File: src/rtl/alu_exec_unit.sv
// rtl/alu_exec_unit.sv - handshaked ALU execution unit with bit-serial shifter
//
// Purpose: accepts one operation per valid/ready request and returns the
// registered result on a valid/ready response channel. Add, sub, and, or,
// xor finish in one cycle; sll/srl shift one bit per cycle.
//
// Ports:
//   clk, rst_n            clock, asynchronous active-low reset
//   in_valid, in_ready    request handshake
//   operand1, operand2    operands (operand2[SHAMT_W-1:0] is the shift amount)
//   opcode                1 add, 2 sub, 3 and, 4 or, 5 xor, 6 sll, 7 srl
//   out_valid, out_ready  response handshake
//   result                registered result
//   illegal               registered, set when opcode was outside 1..7
//   zero, carry, overflow status flags, present only with ALU_EXEC_FLAGS_EN
//
// Optional feature macro: ALU_EXEC_FLAGS_EN

module alu_exec_unit #(
  parameter int WIDTH   = 32,
  parameter int SHAMT_W = 5
) (
  input  logic             clk,
  input  logic             rst_n,
  input  logic             in_valid,
  output logic             in_ready,
  input  logic [WIDTH-1:0] operand1,
  input  logic [WIDTH-1:0] operand2,
  input  logic [3:0]       opcode,
  output logic             out_valid,
  input  logic             out_ready,
  output logic [WIDTH-1:0] result,
  output logic             illegal
`ifdef ALU_EXEC_FLAGS_EN
  ,
  output logic             zero,
  output logic             carry,
  output logic             overflow
`endif
);

  localparam logic [3:0] OP_ADD = 4'b0001;
  localparam logic [3:0] OP_SUB = 4'b0010;
  localparam logic [3:0] OP_AND = 4'b0011;
  localparam logic [3:0] OP_OR  = 4'b0100;
  localparam logic [3:0] OP_XOR = 4'b0101;
  localparam logic [3:0] OP_SLL = 4'b0110;
  localparam logic [3:0] OP_SRL = 4'b0111;

  typedef enum logic [1:0] {
    IDLE  = 2'd0,
    SHIFT = 2'd1,
    DONE  = 2'd2
  } state_t;

  state_t             state, state_nxt;
  logic               alive;       // low during reset, high from first edge after release
  logic [SHAMT_W-1:0] count;
  logic               shift_left;
  logic               accept;
  logic               is_shift;
  logic [SHAMT_W-1:0] shamt_in;
  logic [WIDTH-1:0]   shifted;

  assign in_ready  = alive && (state == IDLE);
  assign out_valid = (state == DONE);
  assign accept    = in_valid && in_ready;
  assign is_shift  = (opcode == OP_SLL) || (opcode == OP_SRL);
  assign shamt_in  = operand2[SHAMT_W-1:0];
  assign shifted   = shift_left ? (result << 1) : (result >> 1);

  always_ff @(posedge clk or negedge rst_n) begin
    if (!rst_n) begin
      state <= IDLE;
      alive <= 1'b0;
    end else begin
      state <= state_nxt;
      alive <= 1'b1;
    end
  end

  always_comb begin
    state_nxt = state;
    case (state)
      IDLE: begin
        if (accept) begin
          if (is_shift && (shamt_in != '0)) state_nxt = SHIFT;
          else                              state_nxt = DONE;
        end
      end
      // count still holds the remaining steps including this one
      SHIFT:   if (count == SHAMT_W'(1)) state_nxt = DONE;
      DONE:    if (out_ready) state_nxt = IDLE;
      default: state_nxt = IDLE;
    endcase
  end

  // result doubles as the shift working register
  always_ff @(posedge clk or negedge rst_n) begin
    if (!rst_n) begin
      result     <= '0;
      illegal    <= 1'b0;
      count      <= '0;
      shift_left <= 1'b0;
    end else if (accept) begin
      illegal    <= 1'b0;
      count      <= '0;
      shift_left <= 1'b0;
      case (opcode)
        OP_ADD: result <= operand1 + operand2;
        OP_SUB: result <= operand1 - operand2;
        OP_AND: result <= operand1 & operand2;
        OP_OR:  result <= operand1 | operand2;
        OP_XOR: result <= operand1 ^ operand2;
        OP_SLL, OP_SRL: begin
          result     <= operand1;
          count      <= shamt_in;
          shift_left <= (opcode == OP_SLL);
        end
        default: begin
          result  <= '0;
          illegal <= 1'b1;
        end
      endcase
    end else if (state == SHIFT) begin
      result <= shifted;
      count  <= count - SHAMT_W'(1);
    end
  end

`ifdef ALU_EXEC_FLAGS_EN
  logic [WIDTH:0] add_full;
  logic [WIDTH:0] sub_full;
  logic           shift_out;

  assign add_full  = {1'b0, operand1} + {1'b0, operand2};
  assign sub_full  = {1'b0, operand1} + {1'b0, ~operand2} + (WIDTH+1)'(1);
  assign shift_out = shift_left ? result[WIDTH-1] : result[0];

  always_ff @(posedge clk or negedge rst_n) begin
    if (!rst_n) begin
      zero     <= 1'b0;
      carry    <= 1'b0;
      overflow <= 1'b0;
    end else if (accept) begin
      carry    <= 1'b0;
      overflow <= 1'b0;
      case (opcode)
        OP_ADD: begin
          zero     <= (add_full[WIDTH-1:0] == '0);
          carry    <= add_full[WIDTH];
          overflow <= (operand1[WIDTH-1] == operand2[WIDTH-1]) &&
                      (add_full[WIDTH-1] != operand1[WIDTH-1]);
        end
        OP_SUB: begin
          zero     <= (sub_full[WIDTH-1:0] == '0);
          carry    <= sub_full[WIDTH];
          overflow <= (operand1[WIDTH-1] != operand2[WIDTH-1]) &&
                      (sub_full[WIDTH-1] != operand1[WIDTH-1]);
        end
        OP_AND:         zero <= ((operand1 & operand2) == '0);
        OP_OR:          zero <= ((operand1 | operand2) == '0);
        OP_XOR:         zero <= ((operand1 ^ operand2) == '0);
        OP_SLL, OP_SRL: zero <= (operand1 == '0);
        default:        zero <= 1'b1;
      endcase
    end else if (state == SHIFT) begin
      zero  <= (shifted == '0);
      carry <= shift_out;
    end
  end
`endif

endmodule

File: config.mk
export PLATFORM = sky130hd
export DESIGN_NAME = alu_exec_unit
export DESIGN_NICKNAME = d
export VERILOG_FILES = /design/src/rtl/alu_exec_unit.sv
export SDC_FILE = /design/constraint.sdc
export NUM_CORES = 1
export LEC_CHECK = 0
export ABC_AREA = 1
export ABC_CLOCK_PERIOD_IN_PS = 1720
export BUFFER_PORTS_ARGS = -buffer_cell sky130_fd_sc_hd__buf_4
export CAP_MARGIN = 20
export CORE_AREA = 2 2 118 120
export DETAILED_ROUTE_END_ITERATION = 8
export DIE_AREA = 0 0 120 122
export GPL_TIMING_DRIVEN = 0
export PLACE_DENSITY_LB_ADDON = 0.08
export SYNTH_ARGS = -nofsm -noshare
export SYNTH_HDL_FRONTEND = slang
export SYNTH_SLANG_ARGS = --single-unit
File: constraint.sdc
create_clock -name clk -period 1.72 [get_ports clk]
set_clock_uncertainty 0.05 [all_clocks]
set_input_delay 0.344 -clock clk [delete_from_list [all_inputs] [get_ports clk]]
set_output_delay 0.344 -clock clk [all_outputs]
set_load 0.02 [all_outputs]
Word level (Yosys, flattened, before mapping)
Index checks and enable logic that the tools add are counted.
W data, S select, Z words.
Cells by class
  bitwise gates (word level): 3
  $add $sub $neg: 3
  equal/unequal tests: 13
  multiplexer cells: 14
  reduce and logical (&&, ||, !) cells: 10
Operators with widths (count)
  $pmux W32 S6: 1
  $mux W32: 3
  $add A32 B32 Y32: 1
  $and A32 B32 Y32: 1
  $or A32 B32 Y32: 1
  $sub A32 B32 Y32: 1
  $xor A32 B32 Y32: 1
  $eq A4 B3 Y1 const B: 4
  $mux W5: 3
  $eq A4 B2 Y1 const B: 2
  $mux W2: 4
  $reduce_or A7 Y1: 1
  $pmux W2 S3: 1
  $eq A5 B1 Y1 const B: 1
  $reduce_bool A5 Y1: 1
  $sub A5 B1 Y5 const B: 1
  $eq A4 B1 Y1 const B: 1
  $ne A2 B2 Y1 const B: 2
  $logic_and A1 B1 Y1: 3
  $reduce_and A3 Y1: 1
  $eq A2 B1 Y1 const B: 1
  $eq A2 B2 Y1 const B: 1
  $logic_not A2 Y1: 1
  $mux W1: 2
  4 further kinds: 4
Word-level totals
  bits in registers: 42
  logic and storage cells: 49
  output and inout port bits: 35

Longest topological paths before layout
Gate-level depths: netlist of the first run.
  depth after elaboration: 6
  depth in mapped cells: 26
  mapped depth without buffers: 26

Worst setup path before layout of the first run
Ideal clock, no wire load.
  path kind: input to register
  from: in opcode[2]
  to: reg result[14]
  stages on the path: 21
  path slack: -1.128 ns
  data arrival time: 2.669 ns
  path buffers: 2
  cells stage by stage: nor2_2 > inv_2 > nor2_4 > inv_2 > buf_2 > buf_2 > nand2_1 > xor2_1 > inv_1 > ha_1 > nand2_1 > inv_1 > nand2_1 > nand2_1 > a21oi_1 > nand2_2 > or2_2 > nand3_1 > nand2_1 > nand2_1 > a22oi_1
On the way
  word-level cells in the longest chain between the ends: 4
  elaborated cells between the ends (all ways): 10
  classes of those cells: eq/ne: 7; mux: 2; reduce/logical: 1
Ends and longest elaborated chain
  start: declaration: line 29  | input logic [3:0] opcode,
  $eq A4 B3 Y1: line 109  | case (opcode)
  $reduce_or A2 Y1: line 109
  $pmux W32 S6 (*): line 109
  $mux W32 (*): line 105  | end else if (accept) begin
  end signal: assignment: line 110  | OP_ADD: result <= operand1 + operand2;
  end signal: assignment: line 111  | OP_SUB: result <= operand1 - operand2;
  end signal: assignment: line 112  | OP_AND: result <= operand1 & operand2;
  end: declaration: line 32  | output logic [WIDTH-1:0] result,
Mark *: on every way between the ends. The rest lies on a longest branch, timed or not.
A chain may end at the register's enable or synchronous reset.

Worst setup path after layout of the first run
  from: in operand2[4]
  to: reg result[22]
On the way
  word-level cells in the longest chain between the ends: 3
  elaborated cells between the ends (all ways): 4
  classes of those cells: add/sub: 2; mux: 2
Ends and longest elaborated chain
  start: declaration: line 28  | input logic [WIDTH-1:0] operand2,
  $sub A32 B32 Y32 / $add A32 B32 Y32 (equally long branches): line 111, 110
  $pmux W32 S6 (*): line 109
  $mux W32 (*): line 105
Marked as above.

==> results of run 1 <==
[cell type report]
type | count | share of cell area (%)
multi-input cells | 957 | 64.3
repair buffers | 160 | 12.4
flip-flops and latches | 42 | 9.70
inverters | 218 | 8.01
well taps | 180 | 2.08
plain buffers | 37 | 2.07
clock buffers | 5 | 1.16
clock inverters | 3 | 0.220
[synth_stat cells, types with 14 or more instances]
cell and n:
sky130_fd_sc_hd__nor2_1 106, sky130_fd_sc_hd__buf_2 18, sky130_fd_sc_hd__xor2_1 31, sky130_fd_sc_hd__inv_1 205, sky130_fd_sc_hd__o21ai_0 98, sky130_fd_sc_hd__nand3_1 60, sky130_fd_sc_hd__a221oi_1 28, sky130_fd_sc_hd__clkbuf_1 14
sky130_fd_sc_hd__dfrtp_1 42, sky130_fd_sc_hd__nand2_1 343, sky130_fd_sc_hd__a21oi_1 43, sky130_fd_sc_hd__ha_1 99, sky130_fd_sc_hd__nand2_2 18
[worst reg2reg max path: stages, from the launching register on]
cell,delay [ns]
sky130_fd_sc_hd__dfrtp_1,0.39
sky130_fd_sc_hd__nor2_1,0.06
sky130_fd_sc_hd__inv_1,0.13
sky130_fd_sc_hd__nor2_4,0.06
sky130_fd_sc_hd__nand2_4,0.10
sky130_fd_sc_hd__buf_2,0.26
sky130_fd_sc_hd__clkbuf_1,0.31
sky130_fd_sc_hd__o21ai_0,0.21
sky130_fd_sc_hd__a21oi_2,0.19
[path summary, 6_finish.rpt]
check | end | start | slack [ns] | cells after the start
max in group asynchronous | result[31]$_DFFE_PN0P_ | rst_n | 1.26 | 1
worst max register to register | result[27]$_DFFE_PN0P_ | state[0]$_DFFE_PN0P_ | -0.11 | 8
worst min-delay path | state[1]$_DFFE_PN0P_ | rst_n | -0.02 | 1
worst max-delay path | result[22]$_DFFE_PN0P_ | operand2[4] | -1.35 | 22
worst min register to register | illegal$_DFFE_PN0P_ | illegal$_DFFE_PN0P_ | 0.47 | 2
min in group clk | state[1]$_DFFE_PN0P_ | out_ready | 0.33 | 4
[layer usage]
layer	up-vias	GRT usage, %	part of all wire (%)	wire [µm]
met5	-	0	0	0
met4	0	15.4	5.3	1630
met3	137	3.37	8.1	2500
met2	548	66.7	47	14600
met1	4403	50.0	40	12200
li1	4382	-	-	-
[through the flow]
step	area, µm²	hold WS, ns	worst slack (ns)	cells
global placement	8900	0.311	-1.91	1540
detailed placement	8900	0.312	-1.86	1540
finish	10800	-0.0151	-1.35	1602
global route	10800	0.0240	-1.54	1602
CTS	10300	0.000916	-1.16	1595
floorplan	7880	-0.00159	-0.996	1254
[flip-flops by register name, summed over array words and instances (netlist names)]
| name | cells |
|---|---|
| result | 32 |
| alive | 1 |
| illegal | 1 |
| shift_left | 1 |
| count | 5 |
| state | 2 |
[power breakdown]
| part | switching (mW) | internal [mW] | total, mW |
|---|---|---|---|
| combinational | 3.68 | 2.38 | 6.06 |
| sequential | 0.449 | 1.50 | 1.94 |
| clock | 0.414 | 0.543 | 0.957 |
[timing repair]
action | CTS | global route
endpoints found under the setup margin | 32 | 35
gates resized for setup | 214 | 118
pin swaps | 108 | 72
cloned | 2 | 0
hold endpoints to repair | 0 | 0
buffers inserted | 45 | 10
[cell families after synthesis]
family / after synthesis / synth area share [%]
other: 1 / 0.0494
AND/OR/NAND/NOR: 589 / 33.6
buffers and inverters: 255 / 13.1
flip-flops: 42 / 13.9
AO/OA/AOI/OAI: 235 / 19.1
XOR/XNOR: 32 / 3.69
adder cells (fa/ha/maj): 100 / 16.6
==> results_dict.tcl, run 1 <==
set metrics [dict create \
    worstPathMaxFanout 6 \
    timing.hold.worst.class "in2async" \
    clock-sinks 42 \
    drive_gt1_share_pct 36.0 \
    run_status "complete, but fails checks" \
    finalPower_mw 8.97 \
    grt_max_degree 43 \
    die_w_um 120 \
    setup_ws_ns -1.35 \
    failed_checks "hold timing, setup timing" \
    setup_viol 31 \
    synthCells 1254 \
    rsz0062_at_grt "true" \
    grt_util_all_layers_pct 38.7 \
    timing.setup.critical_path_class "in2reg" \
    period_needed_ns 3.07 \
    critPathBufInv 4 \
    core.rowCount 43 \
    synthArstFlopShare_pct 100 \
    p_leak_nw 5.37 \
    layout_worst_path_cycle_share_pct 179 \
    netlist_top_cells_area "sky130_fd_sc_hd__nand2_1 (17%), sky130_fd_sc_hd__ha_1 (16%), sky130_fd_sc_hd__dfrtp_1 (14%), sky130_fd_sc_hd__inv_1 (10%), sky130_fd_sc_hd__o21ai_0 (6.5%)" \
    grt_remaining_overflow 0 \
    final.hold.worst_slack_ns -0.0151 \
    antenna_found_initial 0 \
    timing.critical_path.to_type "flop" \
    ys_ff_latch 42 \
    start_kind "input port" \
    design.final.nets 1593 \
    insertion_delay_ns 0.30 \
    syn-cell-area_um2 7590 \
    detail_route.drc_violations 0 \
    initial_cell_density_of_the_core_pct 56.2 \
    cts.path.max_buffers 2 \
    placer_congestion 1.00 \
    fin_util_pct 80.2 \
    placement.io_buffers 106 \
    p_per_area_nw_per_um2 828 \
    fmax_mhz 325 \
    synth_edf_count 0 \
    buffer_cell_driving_the_clock_tree_root "sky130_fd_sc_hd__clkbuf_16" \
    floorplan.die_area_um2 14600 \
    slowest_stage "sky130_fd_sc_hd__ha_4" \
    firstDrtPassIters 7 \
    area_added_between_synthesis_and_finish_pct 42.8 \
    timing.critical_path.arrival_ns 3.24 \
    synthesis.area_per_instance_um2 6.05 \
    slew_headroom_pct 63.6 \
    yosysTopAreaCellShare_pct 17.0 \
    antenna-diode-count 0 \
    vdd_ir_drop_max_mv 0.507 \
    worst_path_dominant_cell_family "simple AND/OR/NAND/NOR gates" \
    number_of_maximum_capacitance_constraint_violations 0 \
    drv_slew 0 \
    drt_iter0_markers 995 \
    synth_fp_nets 1426 \
    cp_cell_sequence "buf_6, nor2_4, nand3_4, nor2_4, nand4_4, buf_4, nand2_2, xor2_1, inv_1, ha_4, nand2_2, nor2_4, inv_1, nor3_2, nand2_2, nand2_4, nand2_1, nand3b_1, nand3_1, nand2_1, nand2_1, a21oi_1" \
    coreArea_um2 13500 \
    report.final.hold_viol_count 29 \
    ios 107 \
    h-tree-depth 2 \
    wire_length_of_the_first_global_routing_pass_um 44500 \
    count_of_filler_cells_inserted_in_the_layout 986 \
    tns_setup_ns -33.55 \
    tritoncts "done" \
    netlist.top_cell.by_area "sky130_fd_sc_hd__nand2_1" \
    via_per_inst 5.91 \
    dieHeight_um 122 \
    postSynth.topFlopCell "sky130_fd_sc_hd__dfrtp_1" \
    tritoncts.num_buffers 5 \
    layout.area.seq_um2 1050 \
    yosysUniqueCellTypes 51 \
    sequential_fraction_of_the_synthesis_area_pct 13.9 \
    route.final.wire_length_um 30900 \
    multi_input_comb_area_um2 6970 \
    vias 9470 \
    yosys_warnings 0 \
    dpl.hpwl_um 21900 \
    wl_per_cell_um 19.3 \
    mostFrequentLayoutCell "sky130_fd_sc_hd__nand2_1" \
    ctsHoldBuffers 0 \
    detail-route-antenna-nets 0 \
    layout.cells.most_common_list "sky130_fd_sc_hd__nand2_1 (254), sky130_fd_sc_hd__inv_1 (187), sky130_fd_sc_hd__buf_4 (143)" \
    required_ns 1.89 \
    worst-slew-pin-transition_ns 0.546 \
    cts.clk_slew.worst_paths_ns 0.06 \
    grt_pass1_vias 8631 \
    cpPeakStageDelay_ns 0.31 \
]
Power figures use the tool's default switching activity.
==> run 2, diff against run 1 <==
--- a/config.mk
+++ b/config.mk
@@ -9,11 +9,14 @@
 export ABC_CLOCK_PERIOD_IN_PS = 1720
 export BUFFER_PORTS_ARGS = -buffer_cell sky130_fd_sc_hd__buf_4
 export CAP_MARGIN = 20
-export CORE_AREA = 2 2 118 120
+export CELL_PAD_IN_SITES_DETAIL_PLACEMENT = 1
+export CELL_PAD_IN_SITES_GLOBAL_PLACEMENT = 1
+export CORE_AREA = 2 2 140 142
 export DETAILED_ROUTE_END_ITERATION = 8
-export DIE_AREA = 0 0 120 122
+export DIE_AREA = 0 0 142 144
 export GPL_TIMING_DRIVEN = 0
 export PLACE_DENSITY_LB_ADDON = 0.08
+export SKIP_CTS_REPAIR_TIMING = 1
 export SYNTH_ARGS = -nofsm -noshare
 export SYNTH_HDL_FRONTEND = slang
 export SYNTH_SLANG_ARGS = --single-unit
==> run 2 against run 1 <==
The flow still finishes with violations (hold timing, setup timing). Non-clock buffer count down 16. First-iteration DRC count fell by 58%. Die area grew 40%. Clock power up 4.3%. Sequential share of layout area increased by 0.095 points. Total power up 0.68%. Fmax fell by 1.4%. Critical path depth up 2. Global-route usage shrank 9.1 points. Highest routed layer unchanged.
==> results_dict.tcl, run 2 (same netlist as run 1, synthesis figures left out) <==
set metrics [dict create \
    finalPower_mw 9.03 \
    slew_headroom_pct 57.2 \
    detail-route-antenna-nets 0 \
    cp_cell_sequence "buf_6, inv_16, ha_4, inv_4, nor2_4, nand4_4, nor4_4, nor2_2, a21oi_2, xor2_2, ha_4, nand2_2, nand2_2, nand2_1, nand2_1, nand2_1, nand2_1, a21oi_2, nand2_1, nand2_1, nand3_2, nand2_1, nand2_1, a21oi_2" \
    dieHeight_um 144 \
    setup_viol 31 \
    report.final.hold_viol_count 14 \
    regMostFlops "result" \
    preCtsSetupSlack_ns -2.03 \
    antenna_found_initial 0 \
    count_of_filler_cells_inserted_in_the_layout 2492 \
    timing.critical_path.to_type "flop" \
    rsz0062_at_grt "true" \
    r2r_setup_slack_ns -0.11 \
    cts.path.max_buffers 2 \
    fin_util_pct 56.2 \
    tritoncts.num_buffers 5 \
    core.rowCount 51 \
    largest_register_ff_count 32 \
    timing.setup.critical_path_class "in2reg" \
    run_status "complete, but fails checks" \
    detail_route.drc_violations 0 \
    dpl.hpwl_um 25600 \
    critPathBufInv 3 \
    drv_slew 0 \
    grt_remaining_overflow 0 \
    cpPeakStageDelay_ns 0.28 \
    placer_congestion 0.903 \
    vdd_ir_drop_max_mv 0.407 \
    largestRegisters "result x32, count x5, state x2" \
    cts.clk_slew.worst_paths_ns 0.07 \
    fmax_mhz 321 \
    layout_worst_path_cycle_share_pct 181 \
    start_kind "input port" \
    worst-slew-pin-transition_ns 0.643 \
    initial_cell_density_of_the_core_pct 39.8 \
    drive_gt1_share_pct 35.8 \
    worstPathMaxFanout 5 \
    floorplan.die_area_um2 20400 \
    timing.critical_path.mode_cell "sky130_fd_sc_hd__nand2_1" \
    firstDrtPassIters 4 \
    period_needed_ns 3.12 \
    vias 9096 \
    grt_pass1_vias 8762 \
    timing.critical_path.arrival_ns 3.29 \
    die_w_um 142 \
    grt_max_degree 43 \
    failed_checks "hold timing, setup timing" \
    area_added_between_synthesis_and_finish_pct 41.4 \
    grtUsageMet1_pct 39.5 \
    mostFrequentLayoutCell "sky130_fd_sc_hd__nand2_1" \
    final.hold.worst_slack_ns -0.0259 \
    layout.cells.most_common_list "sky130_fd_sc_hd__nand2_1 (260), sky130_fd_sc_hd__inv_1 (186), sky130_fd_sc_hd__buf_4 (139)" \
    busiest_layer "met2" \
    placement.io_buffers 106 \
    clock-sinks 42 \
    p_leak_nw 5.28 \
    slowest_stage "sky130_fd_sc_hd__ha_4" \
    insertion_delay_ns 0.29 \
    antenna-diode-count 0 \
    h-tree-depth 2 \
    timing.hold.worst.class "in2async" \
    required_ns 1.89 \
    setup_ws_ns -1.40 \
    drt_iter0_markers 421 \
    grt_util_all_layers_pct 29.6 \
    worst_path_dominant_cell_family "simple AND/OR/NAND/NOR gates" \
    via_per_inst 5.53 \
    grtUsageMet2_pct 51.8 \
    coreArea_um2 19100 \
    grt_util_met3_pct 2.15 \
    design.final.nets 1577 \
    tritoncts "done" \
    ios 107 \
    wl_per_cell_um 20.4 \
    p_per_area_nw_per_um2 842 \
    wire_length_of_the_first_global_routing_pass_um 46900 \
    route.final.wire_length_um 33500 \
    buffer_cell_driving_the_clock_tree_root "sky130_fd_sc_hd__clkbuf_16" \
    number_of_maximum_capacitance_constraint_violations 0 \
]
-- run 2: cell types whose count changed in the layout (fill, tap and decap cells not counted), sizes merged --
cell / before / now
buf: 178 / 163
clkinvlp: 2 / 1
bufbuf: 1 / 0
inv: 219 / 218
clkinv: 0 / 1
clkbuf: 23 / 24
-- run 2: final cells by class --
cell class / count / area (µm²) / share of cell area, %
multi-input combinational: 957 / 6970 / 64.9
timing repair buffer: 144 / 1180 / 11.0
sequential: 42 / 1050 / 9.80
inverter: 218 / 857 / 7.99
tap: 238 / 298 / 2.78
buffer: 37 / 226 / 2.11
clock buffer: 6 / 139 / 1.29
clock inverter: 2 / 12.5 / 0.117
-- run 2: path summary, 6_finish.rpt --
check                                startpoint  cells after the start                      to
max in group asynchronous                 rst_n                      1  result[20]$_DFFE_PN0P_
hold / removal                            rst_n                      1    state[0]$_DFFE_PN0P_
setup / recovery                    operand2[1]                     24  result[29]$_DFFE_PN0P_
min in group clk                      out_ready                      4    state[1]$_DFFE_PN0P_
hold reg to reg             illegal$_DFFE_PN0P_                      2     illegal$_DFFE_PN0P_
setup reg to reg           state[0]$_DFFE_PN0P_                      8  result[27]$_DFFE_PN0P_
-- run 2: power breakdown --
| part | switching, mW | leakage, nW | internal [mW] |
|---|---|---|---|
| sequential | 0.451 | 0.496 | 1.49 |
| clock | 0.423 | 0.0729 | 0.576 |
| combinational | 3.74 | 4.71 | 2.35 |
-- run 2: metrics by stage --
step           instances  cell area, µm²  hold WS, ns  setup TNS, ns
2_1_floorplan       1254            7880     -0.00159         -26.02
4_1_cts             1606            9130       0.0102         -41.55
3_3_place_gp        1598            8970        0.320         -49.33
6_report            1644           10700      -0.0259         -34.76
5_1_grt             1644           10700       0.0347         -39.27
3_5_place_dp        1598            8970        0.324         -50.99
-- run 2: layer usage --
metal | vias up | wire length [µm] | part of all wire, %
li1 | 4345 | - | -
met1 | 4429 | 14300 | 43
met2 | 271 | 16600 | 49
met3 | 51 | 1750 | 5.2
met4 | 0 | 872 | 2.6
met5 | - | 0 | 0
==> run 3, diff against run 2 <==
--- a/config.mk
+++ b/config.mk
@@ -14,8 +14,7 @@
 export CORE_AREA = 2 2 140 142
 export DETAILED_ROUTE_END_ITERATION = 8
 export DIE_AREA = 0 0 142 144
-export GPL_TIMING_DRIVEN = 0
-export PLACE_DENSITY_LB_ADDON = 0.08
+export PLACE_DENSITY = 0.88
 export SKIP_CTS_REPAIR_TIMING = 1
 export SYNTH_ARGS = -nofsm -noshare
 export SYNTH_HDL_FRONTEND = slang
==> run 3 against run 2 <==
The run still ends with hold timing, setup timing left. Fmax fell by 13%. Worst setup slack got worse by 0.46 ns. Count of clock-buffer cells in the layout unchanged. Clock power rose by 12%.
==> results_dict.tcl, run 3 (same netlist as run 1, synthesis figures left out) <==
set metrics [dict create \
    buffer_cell_driving_the_clock_tree_root "sky130_fd_sc_hd__clkbuf_16" \
    report.final.hold_viol_count 26 \
    dpl.hpwl_um 31900 \
    final_area_um2 12300 \
    ios 107 \
    layout.cells.most_common_list "sky130_fd_sc_hd__buf_4 (348), sky130_fd_sc_hd__nand2_1 (263), sky130_fd_sc_hd__inv_1 (191)" \
    initial_cell_density_of_the_core_pct 39.8 \
    p_seq_share_pct 19.6 \
    vdd_ir_drop_max_mv 0.506 \
    preCtsSetupSlack_ns -2.00 \
    floorplan.die_area_um2 20400 \
    start_kind "input port" \
    coreArea_um2 19100 \
    drv_slew 0 \
    design.final.nets 1770 \
    required_ns 1.87 \
    detail-route-antenna-nets 0 \
    postPlaceCellArea_um2 10700 \
    comb_power_share_pct 70.0 \
    area_added_between_synthesis_and_finish_pct 62.2 \
    antenna_found_initial 2 \
    failed_checks "hold timing, setup timing" \
    route.final.wire_length_um 53600 \
    timing.setup.critical_path_class "in2reg" \
    int_power_mw 4.96 \
    via_per_inst 6.52 \
    dieHeight_um 144 \
    detail_route.drc_violations 0 \
    r2r_setup_slack_ns -0.16 \
    count_of_filler_cells_inserted_in_the_layout 2413 \
    final.hold.worst_slack_ns -0.0317 \
    insertion_delay_ns 0.31 \
    placement.io_buffers 106 \
    timing.hold.worst.class "in2async" \
    rsz0062_at_grt "true" \
    wire_length_of_the_first_global_routing_pass_um 59100 \
    core.rowCount 51 \
    cts.clk_slew.worst_paths_ns 0.07 \
    layout.area.seq_um2 1050 \
    cts.path.max_buffers 2 \
    regMostFlops "result" \
    period_needed_ns 3.58 \
    placer_congestion 0.946 \
    setup_viol 33 \
    vias 11977 \
    grt_remaining_overflow 0 \
    grt_pass1_vias 11154 \
    timing.critical_path.to_type "flop" \
    largest_register_ff_count 32 \
    run_status "complete, but fails checks" \
    clock-sinks 42 \
    grt_max_degree 43 \
    drt_iter0_markers 1303 \
    swShare_pct 54.0 \
    mostFrequentLayoutCell "sky130_fd_sc_hd__buf_4" \
    tritoncts.num_buffers 5 \
    number_of_maximum_capacitance_constraint_violations 0 \
    drive_gt1_share_pct 43.0 \
    p_per_area_nw_per_um2 878 \
    worst-slew-pin-transition_ns 0.567 \
    die_w_um 142 \
    tritoncts "done" \
    largestRegisters "result x32, count x5, state x2" \
    wl_per_cell_um 29.1 \
    layout_worst_path_cycle_share_pct 208 \
    net-switching-power_mw 5.84 \
    finalPower_mw 10.8 \
    timing.critical_path.arrival_ns 3.73 \
    worstPathMaxFanout 8 \
    grt_util_all_layers_pct 36.9 \
    firstDrtPassIters 5 \
    multi_input_comb_area_um2 6900 \
    setup_ws_ns -1.86 \
    slew_headroom_pct 62.2 \
    h-tree-depth 2 \
    p_leak_nw 6.30 \
    power.clock.fraction_pct 10.4 \
    fmax_mhz 279 \
]
[run 3: layout make-up]
| cell class | count | share of cell area, % |
|---|---|---|
| Antenna cell | 1 | 0.0203 |
| Clock buffer | 6 | 1.05 |
| Clock inverter | 2 | 0.305 |
| Inverter | 218 | 6.98 |
| Multi-Input combinational cell | 957 | 56.1 |
| Sequential cell | 42 | 8.54 |
| Tap cell | 238 | 2.42 |
| Timing Repair Buffer | 374 | 24.6 |
[run 3: power groups by stage]
| stage | Combinational (mW) | Clock (mW) | Sequential [mW] |
|---|---|---|---|
| floorplan | 2.84 | 0 | 2.34 |
| global placement | 5.45 | 0 | 1.93 |
| detailed placement | 5.90 | 0 | 1.98 |
| CTS | 5.98 | 1.12 | 1.98 |
| global route | 7.91 | 1.14 | 2.12 |
| finish | 7.56 | 1.12 | 2.11 |
[run 3: worst max-delay path: stages]
cell                       delay [ns]
sky130_fd_sc_hd__buf_6           0.11
sky130_fd_sc_hd__nor2_4          0.15
sky130_fd_sc_hd__inv_2           0.08
sky130_fd_sc_hd__nor2_4          0.19
sky130_fd_sc_hd__clkinv_4        0.21
sky130_fd_sc_hd__buf_12          0.20
sky130_fd_sc_hd__o21ai_0         0.22
sky130_fd_sc_hd__nand2_1         0.23
sky130_fd_sc_hd__xor2_1          0.23
sky130_fd_sc_hd__inv_1           0.08
sky130_fd_sc_hd__ha_1            0.34
sky130_fd_sc_hd__a21oi_1         0.29
sky130_fd_sc_hd__o21a_1          0.16
sky130_fd_sc_hd__nand2_1         0.06
sky130_fd_sc_hd__a21oi_2         0.13
sky130_fd_sc_hd__nand2_1         0.10
sky130_fd_sc_hd__nand2_1         0.09
sky130_fd_sc_hd__nand3_1         0.09
sky130_fd_sc_hd__nand2_2         0.11
sky130_fd_sc_hd__nand2_1         0.09
sky130_fd_sc_hd__a21oi_1         0.23
[run 3: final timing paths]
kind                                                to                 start  cells after the start
worst max-delay path            result[30]$_DFFE_PN0P_             opcode[3]                     21
worst min-delay path             result[9]$_DFFE_PN0P_                 rst_n                      1
worst max register to register  result[30]$_DFFE_PN0P_  state[0]$_DFFE_PN0P_                      8
worst min register to register     illegal$_DFFE_PN0P_   illegal$_DFFE_PN0P_                      2
max in group asynchronous       result[27]$_DFFE_PN0P_                 rst_n                      1
min in group clk                  state[1]$_DFFE_PN0P_             out_ready                      4
[run 3: metrics by stage]
stage               std cells  setup TNS [ns]  util, %
finish                   1838          -46.26     64.5
global placement         1799          -43.50     55.9
detailed placement       1799          -49.61     55.9
floorplan                1254          -26.02        -
CTS                      1807          -39.79     56.7
global route             1837          -49.44     64.5
[run 3: per-layer routing]
| layer | routed length, µm | vias up | global-route usage, % | share of wire (%) |
|---|---|---|---|---|
| met5 | 10 | - | 0 | 0.019 |
| met4 | 5150 | 2 | 20.1 | 9.6 |
| met3 | 5450 | 477 | 5.07 | 10 |
| met2 | 24200 | 1083 | 64.3 | 45 |
| met1 | 18700 | 5683 | 44.0 | 35 |
| li1 | - | 4732 | - | - |
